==> src/rtl/jttrack_objbuf_pkg.sv <==
// Shared constants and types for the track object line buffer.
package jttrack_objbuf_pkg;

    localparam int              OBJ_AW         = 8;     // 256 dots per line
    localparam int              OBJ_DW         = 4;     // 4-bit object colour
    localparam logic [3:0]      CLR_COLOUR_DEF = 4'd0;  // erase value, also transparent

    typedef enum logic {
        CLEAR = 1'b0,
        RUN   = 1'b1
    } objbuf_state_t;

    // Display read address: offset the dot counter, then mirror it for flip.
    function automatic logic [7:0] rd_addr(input logic [7:0] h,
                                           input logic [7:0] offset,
                                           input logic       flip);
        return (h + offset) ^ {8{flip}};
    endfunction

endpackage

==> src/rtl/jttrack_objbuf_if.sv <==
// Draw-side pixel bus from the object drawer into the line buffer.
interface jttrack_objbuf_if;
    import jttrack_objbuf_pkg::*;

    logic [OBJ_AW-1:0] wr_addr;
    logic [OBJ_DW-1:0] wr_data;
    logic              wr_en;

    modport master (output wr_addr, output wr_data, output wr_en);
    modport slave  (input  wr_addr, input  wr_data, input  wr_en);

endinterface

==> src/rtl/jtframe_dual_ram.sv <==
// Simple dual-port RAM: one write port, one registered read port.
module jtframe_dual_ram #(
    parameter int AW = 8,
    parameter int DW = 4
) (
    input  logic          clk,
    input  logic          we,
    input  logic [AW-1:0] waddr,
    input  logic [DW-1:0] wdata,
    input  logic [AW-1:0] raddr,
    output logic [DW-1:0] q
);

    logic [DW-1:0] mem [2**AW];

    // Write port and registered read port.
    // NOTE: no reset on the array so it maps to block RAM; the owner clears it
    // NOTE: sequential state uses <= so all flops update from pre-edge values
    always_ff @(posedge clk) begin
        if (we) mem[waddr] <= wdata;
        q <= mem[raddr];
    end

endmodule

==> src/rtl/jttrack_objbuf.sv <==
// Double-buffered object line buffer: the drawer fills one bank while the
// other is read out in step with hdump and erased behind the read.
module jttrack_objbuf
    import jttrack_objbuf_pkg::*;
#(
    parameter logic [7:0] RD_OFFSET  = 8'd0,
    parameter logic [3:0] CLR_COLOUR = CLR_COLOUR_DEF
) (
    input  logic               clk,
    input  logic               rst,
    input  logic               pxl_cen,
    input  logic               hinit,
    input  logic               LHBL,
    input  logic [8:0]         hdump,
    input  logic               flip,
    jttrack_objbuf_if.slave    draw,
    output logic               busy,
    output logic [3:0]         pxl
);

    objbuf_state_t     state;
    logic              dbank;      // draw bank; ~dbank is on display
    logic [OBJ_AW-1:0] clr_cnt;
    logic              rd_pend;
    logic [OBJ_AW-1:0] ra_l;       // address to erase once data is back
    logic              rd_bank;    // bank that was read, kept across a swap

    logic [OBJ_AW-1:0] ra;
    logic              draw_we;
    logic              erase_we;

    logic              bank_we    [2];
    logic [OBJ_AW-1:0] bank_waddr [2];
    logic [OBJ_DW-1:0] bank_wdata [2];
    logic [OBJ_DW-1:0] bank_q     [2];

    logic              unused_hdump;
    assign unused_hdump = hdump[8];

    assign ra       = rd_addr(hdump[7:0], RD_OFFSET, flip);
    assign draw_we  = (state == RUN) && draw.wr_en && (draw.wr_data != CLR_COLOUR);
    assign erase_we = (state == RUN) && rd_pend;

    // Per-bank write port steering: clear sweep, draw, or erase-behind-read.
    // Draw wins over erase; the two only meet if hinit lands on a pending read.
    always_comb begin
        for (int b = 0; b < 2; b++) begin
            // NOTE: defaults first so every path assigns every output (no latches)
            bank_we[b]    = 1'b0;
            bank_waddr[b] = clr_cnt;
            bank_wdata[b] = CLR_COLOUR;
            if (state == CLEAR) begin
                bank_we[b] = 1'b1;
            end else if (draw_we && dbank == 1'(b)) begin
                bank_we[b]    = 1'b1;
                bank_waddr[b] = draw.wr_addr;
                bank_wdata[b] = draw.wr_data;
            end else if (erase_we && rd_bank == 1'(b)) begin
                bank_we[b]    = 1'b1;
                bank_waddr[b] = ra_l;
            end
        end
    end

    for (genvar b = 0; b < 2; b++) begin : g_bank
        jtframe_dual_ram #(.AW(OBJ_AW), .DW(OBJ_DW)) u_ram (
            .clk   (clk),
            .we    (bank_we[b]),
            .waddr (bank_waddr[b]),
            .wdata (bank_wdata[b]),
            .raddr (ra),
            .q     (bank_q[b])
        );
    end

    // Control FSM: clear sweep after reset, then bank swap and read/erase.
    always_ff @(posedge clk) begin
        if (rst) begin
            state   <= CLEAR;
            clr_cnt <= '0;
            busy    <= 1'b1;
            dbank   <= 1'b0;
            pxl     <= '0;
            rd_pend <= 1'b0;
            ra_l    <= '0;
            rd_bank <= 1'b0;
        end else begin
            case (state)
                CLEAR: begin
                    pxl     <= '0;
                    rd_pend <= 1'b0;
                    clr_cnt <= clr_cnt + 8'd1;
                    if (clr_cnt == 8'hFF) begin
                        busy  <= 1'b0;
                        state <= RUN;
                    end
                end
                RUN: begin
                    if (hinit) dbank <= ~dbank;
                    rd_pend <= 1'b0;
                    if (rd_pend) pxl <= bank_q[rd_bank];
                    if (pxl_cen) begin
                        if (LHBL) begin
                            rd_pend <= 1'b1;
                            ra_l    <= ra;
                            rd_bank <= ~dbank;
                        end else begin
                            pxl <= '0;
                        end
                    end
                end
                default: state <= CLEAR;
            endcase
        end
    end

endmodule

==> src/flat_wrapper.sv <==
// flat-port wrapper written by rule: the top's interface ports become plain ports
module jttrack_objbuf_flat import jttrack_objbuf_pkg::*;
#(
    parameter logic [7:0] RD_OFFSET  = 8'd0,
    parameter logic [3:0] CLR_COLOUR = CLR_COLOUR_DEF
)
  (clk, rst, pxl_cen, hinit, LHBL, hdump, flip, busy, pxl, draw_wr_addr, draw_wr_data, draw_wr_en);
  jttrack_objbuf_if draw_i ();
  input  logic clk;
  input  logic rst;
  input  logic pxl_cen;
  input  logic hinit;
  input  logic LHBL;
  input  logic [8:0] hdump;
  input  logic flip;
  output logic busy;
  output logic [3:0] pxl;
  input wire logic [$bits(draw_i.wr_addr)-1:0] draw_wr_addr;
  input wire logic [$bits(draw_i.wr_data)-1:0] draw_wr_data;
  input wire logic [$bits(draw_i.wr_en)-1:0] draw_wr_en;
  assign draw_i.wr_addr = draw_wr_addr;
  assign draw_i.wr_data = draw_wr_data;
  assign draw_i.wr_en = draw_wr_en;
  jttrack_objbuf #(.RD_OFFSET(RD_OFFSET), .CLR_COLOUR(CLR_COLOUR)) u_core (.clk(clk), .rst(rst), .pxl_cen(pxl_cen), .hinit(hinit), .LHBL(LHBL), .hdump(hdump), .flip(flip), .draw(draw_i), .busy(busy), .pxl(pxl));
endmodule
==> config.mk <==
export PLATFORM = sky130hd
export DESIGN_NAME = jttrack_objbuf_flat
export DESIGN_NICKNAME = d
export VERILOG_FILES = /design/src/rtl/jttrack_objbuf_pkg.sv /design/src/rtl/jttrack_objbuf_if.sv /design/src/rtl/jtframe_dual_ram.sv /design/src/rtl/jttrack_objbuf.sv /design/src/flat_wrapper.sv
export SDC_FILE = /design/constraint.sdc
export NUM_CORES = 2
export LEC_CHECK = 0
export ABC_AREA = 1
export CAP_MARGIN = 20
export CORE_UTILIZATION = 56
export DETAILED_ROUTE_END_ITERATION = 6
export PLACE_DENSITY_LB_ADDON = 0.25
export SLEW_MARGIN = 20
export SYNTH_ARGS = -nofsm -noshare
export SYNTH_HDL_FRONTEND = slang
export SYNTH_SLANG_ARGS = --single-unit
==> constraint.sdc <==
create_clock -name clk -period 11.9 [get_ports clk]
set_clock_uncertainty 0.15 [all_clocks]
set_input_delay 2.38 -clock clk [delete_from_list [all_inputs] [get_ports clk]]
set_output_delay 2.38 -clock clk [all_outputs]
set_load 0.01 [all_outputs]
==> flow_metrics.py <==
metrics = {
    "run_status": {
        "outcome": "finished clean",
    },
    "sta": {
        "fmax_mhz": 156,
        "final.min_clock_period_ps": 6420,
        "finalHoldViolations": 0,
        "slew-limit-headroom": 0.0921,
        "setup_viol": 0,
        "finalHoldWorstSlack_ps": 336,
        "final-max-slew-violation-count": 0,
        "finalSetupTns_ps": 0,
        "worst_pin_slew_ps": 1360,
        "final_min_period_over_clock_period": 0.540,
        "rsz0062_at_grt": "no",
        "finalWorstSetupSlack_ps": 5480,
    },
    "critical_path": {
        "required_ps": 12220,
        "critical_path.startpoint": "draw_wr_data[0]",
        "crit_buf_inv": 4,
        "worst-endpoint-arrival_ps": 6740,
        "critPathSlowestCell": "sky130_fd_sc_hd__inv_1",
        "cpLargestDelayFamily": "simple AND/OR/NAND/NOR gates",
        "kind_of_start_point_of_the_critical_path": "input pin",
        "crit_chain": "clkdlybuf4s50_1 -> inv_1 -> nand4_1 -> nand3_1 -> nor2_1 -> inv_1 -> o211ai_1 -> o21ai_1 -> inv_1 -> nor2_1 -> nand3_1 -> nor3_1",
        "critical_path.endpoint_type": "flop",
        "crit_type": "input pin to flop",
        "critical_path.max_stage_delay_ps": 710,
        "reg2reg_from": "u_core.state",
        "cp_max_fo": 21,
        "path_common_cell": "sky130_fd_sc_hd__inv_1",
    },
    "yosys": {
        "synth.largest_area_cell": "sky130_fd_sc_hd__edfxtp_1",
        "synth_cell_types": 33,
        "yosys_most_used_dff": "sky130_fd_sc_hd__edfxtp_1",
        "synth_top_cells_by_area": "sky130_fd_sc_hd__edfxtp_1 67%, sky130_fd_sc_hd__nand3_1 10%, sky130_fd_sc_hd__nand2_1 9.6%",
        "post_synth_inst_count": 9286,
        "share_of_yosys_cell_area_claimed_by_the_top_area_cell_type": 0.666,
        "synth.cells.most_frequent": "2357 x sky130_fd_sc_hd__nand2_1, 2048 x sky130_fd_sc_hd__edfxtp_1, 1865 x sky130_fd_sc_hd__nand3_1",
        "postSynthRegisterBits": 2081,
        "synth.yosys.warnings": 0,
        "count_of_flip_flops_with_a_built_in_enable_after_synthesis": 2048,
        "mappedNetlistNets": 9315,
        "syn-mean-instance-area_sq_um": 9.95,
        "most_instantiated_library_cell_after_synthesis": "sky130_fd_sc_hd__nand2_1",
        "async_flop_share": 0,
        "yosysSeqAreaShare": 0.673,
        "syn-cell-area_sq_um": 92400,
    },
    "hold_path": {
        "hold_path.class": "flop to flop",
        "worstHoldStart": "u_core.clr_cnt[3]",
    },
    "clocking": {
        "clock_tree.htree_level_count": 4,
        "cts_made_buffers": 200,
        "tritoncts": "yes",
        "clkSinkCount": 2081,
        "cts-hold-fix-buffers": 0,
        "maximum_clock_path_buffer_count": 3,
        "clkTransAtPathRegs_ps": 60,
        "cts-resized-gates": 0,
        "cts_post_setup_buffers_inserted": 0,
        "clock_latency_ps": 840,
        "cts.root.buffer_cell": "sky130_fd_sc_hd__clkbuf_16",
    },
    "pwr": {
        "p_clk_frac": 0.401,
        "power_switching_uw": 3600,
        "leak_pwr_uw": 0.0415,
        "power-per-cell-area_nw_per_um2": 153,
        "power.sequential.fraction": 0.516,
        "switching_share": 0.234,
        "p_int_uw": 11800,
        "combinationalPowerShare": 0.083,
        "max-vdd-ir-drop_mv": 0.125,
    },
    "floorplan": {
        "core.rowCount": 148,
        "total_core_area_sq_um": 163000,
        "die_w_um": 408,
        "floorplan.initialDensity": 0.566,
        "die_y_um": 408,
        "die_area_sq_um": 167000,
        "ios": 33,
    },
    "grt": {
        "grt_pass1_wl_mm": 348,
        "global_route.usage.total": 0.273,
        "number_of_antenna_violations_at_the_first_check_in_global_routing": 4,
        "grt_max_degree": 210,
        "overflow": 0,
        "grt_pass1_vias": 60700,
    },
    "routing": {
        "starting_drt_drc_count": 7147,
        "route.final.wire_length_mm": 229,
        "route.detailed.wl_per_inst_um": 20.0,
        "via_count": 63400,
        "drt.antenna.violating_nets": 0,
        "post_drt_via_cell_ratio": 5.54,
        "drc": 0,
        "detailedRoute.firstPassIterationCount": 7,
    },
    "final_layout": {
        "fillers": 12900,
        "nets": 9115,
        "finalCoreUtilization": 0.616,
        "finish.cell_count_without_fillers": 11400,
        "final_layout_size_suffix_gt1_frac": 0.0451,
        "areaGrowthSynthToFinish_pct": 8.87,
    },
    "placed_design": {
        "pre_cts_ws_ps": 4790,
        "io_buffer_count": 31,
        "detailedPlacementHpwl_mm": 126,
        "numPlacedInstances": 11100,
        "place_congestion": 0.838,
    },
    "run": {
        "cap_violations": 0,
    },
}
==> cell type report <==
cell class	count	area (sq um)	area share
antenna	2	5.00	0.0000498
clock buffer	276	5500	0.0547
clock inverter	95	843	0.00838
inverter	1686	6340	0.0630
multi-input combinational	4992	21800	0.217
sequential	2081	62200	0.618
tap	2175	2720	0.0271
timing repair buffer	125	1240	0.0123
==> through the flow <==
step	area, sq um	power [uW]
6_report	101000	15400
5_1_grt	101000	15800
4_1_cts	101000	15400
3_5_place_dp	94200	9350
3_3_place_gp	94200	9340
2_1_floorplan	92400	8950
==> sequential cells by signal (all words and copies together) (netlist names), 4 cells and up <==
register	flops
u_core.clr_cnt	8
u_core.g_bank.u_ram.q	8
u_core.ra_l	8
u_core.pxl	4
u_core.g_bank.u_ram.mem	2048
==> power groups by stage <==
| stage | Sequential (uW) | Clock (uW) | Combinational (uW) |
|---|---|---|---|
| 6_report | 7950 | 6180 | 1280 |
| 5_1_grt | 7950 | 6490 | 1380 |
| 4_1_cts | 7950 | 6240 | 1260 |
| 3_5_place_dp | 8110 | 0 | 1250 |
| 3_3_place_gp | 8110 | 0 | 1230 |
| 2_1_floorplan | 8100 | 0 | 853 |
==> cell families after synthesis <==
family	Yosys count	share of synthesized area
adder cells (fa/ha/maj)	1	0.000135
AO/OA/AOI/OAI	166	0.0108
AND/OR/NAND/NOR	4816	0.222
XOR/XNOR	9	0.00102
buffers and inverters	2213	0.0932
flip-flops	2081	0.673
==> worst paths after layout <==
| check | endpoint | cells past startpoint | slack (ps) |
|---|---|---|---|
| setup reg to reg | u_core.g_bank[0].u_ram.mem[255][0] | 9 | 7230 |
| hold reg to reg | u_core.clr_cnt[3] | 1 | 340 |
| setup / recovery | u_core.g_bank[0].u_ram.mem[255][0] | 12 | 5480 |
| hold / removal | u_core.clr_cnt[3] | 1 | 340 |
==> per-layer routing <==
layer | vias up | wire length [um] | track usage
met5 | - | 12 | 0
met4 | 2 | 7510 | 0.0989
met3 | 425 | 22100 | 0.0485
met2 | 2886 | 106000 | 0.436
met1 | 30300 | 93200 | 0.379
li1 | 29800 | - | -
==> placed cells by master, fill, tap and decap left out, types with 33 or more instances in the layout <==
cell type | Yosys | routed
sky130_fd_sc_hd__nand2_1 | 2357 | 2348
sky130_fd_sc_hd__dfxtp_1 | 33 | 33
sky130_fd_sc_hd__o21ai_0 | 67 | 67
sky130_fd_sc_hd__o211ai_1 | 55 | 55
sky130_fd_sc_hd__buf_4 | 4 | 76
sky130_fd_sc_hd__clkbuf_1 | 266 | 63
sky130_fd_sc_hd__nor2_1 | 548 | 540
sky130_fd_sc_hd__inv_1 | 1676 | 1674
sky130_fd_sc_hd__clkinv_1 | 0 | 36
sky130_fd_sc_hd__edfxtp_1 | 2048 | 2048
sky130_fd_sc_hd__nand3_1 | 1865 | 1865
sky130_fd_sc_hd__clkbuf_16 | 0 | 207
Power figures use the tool's default switching activity.
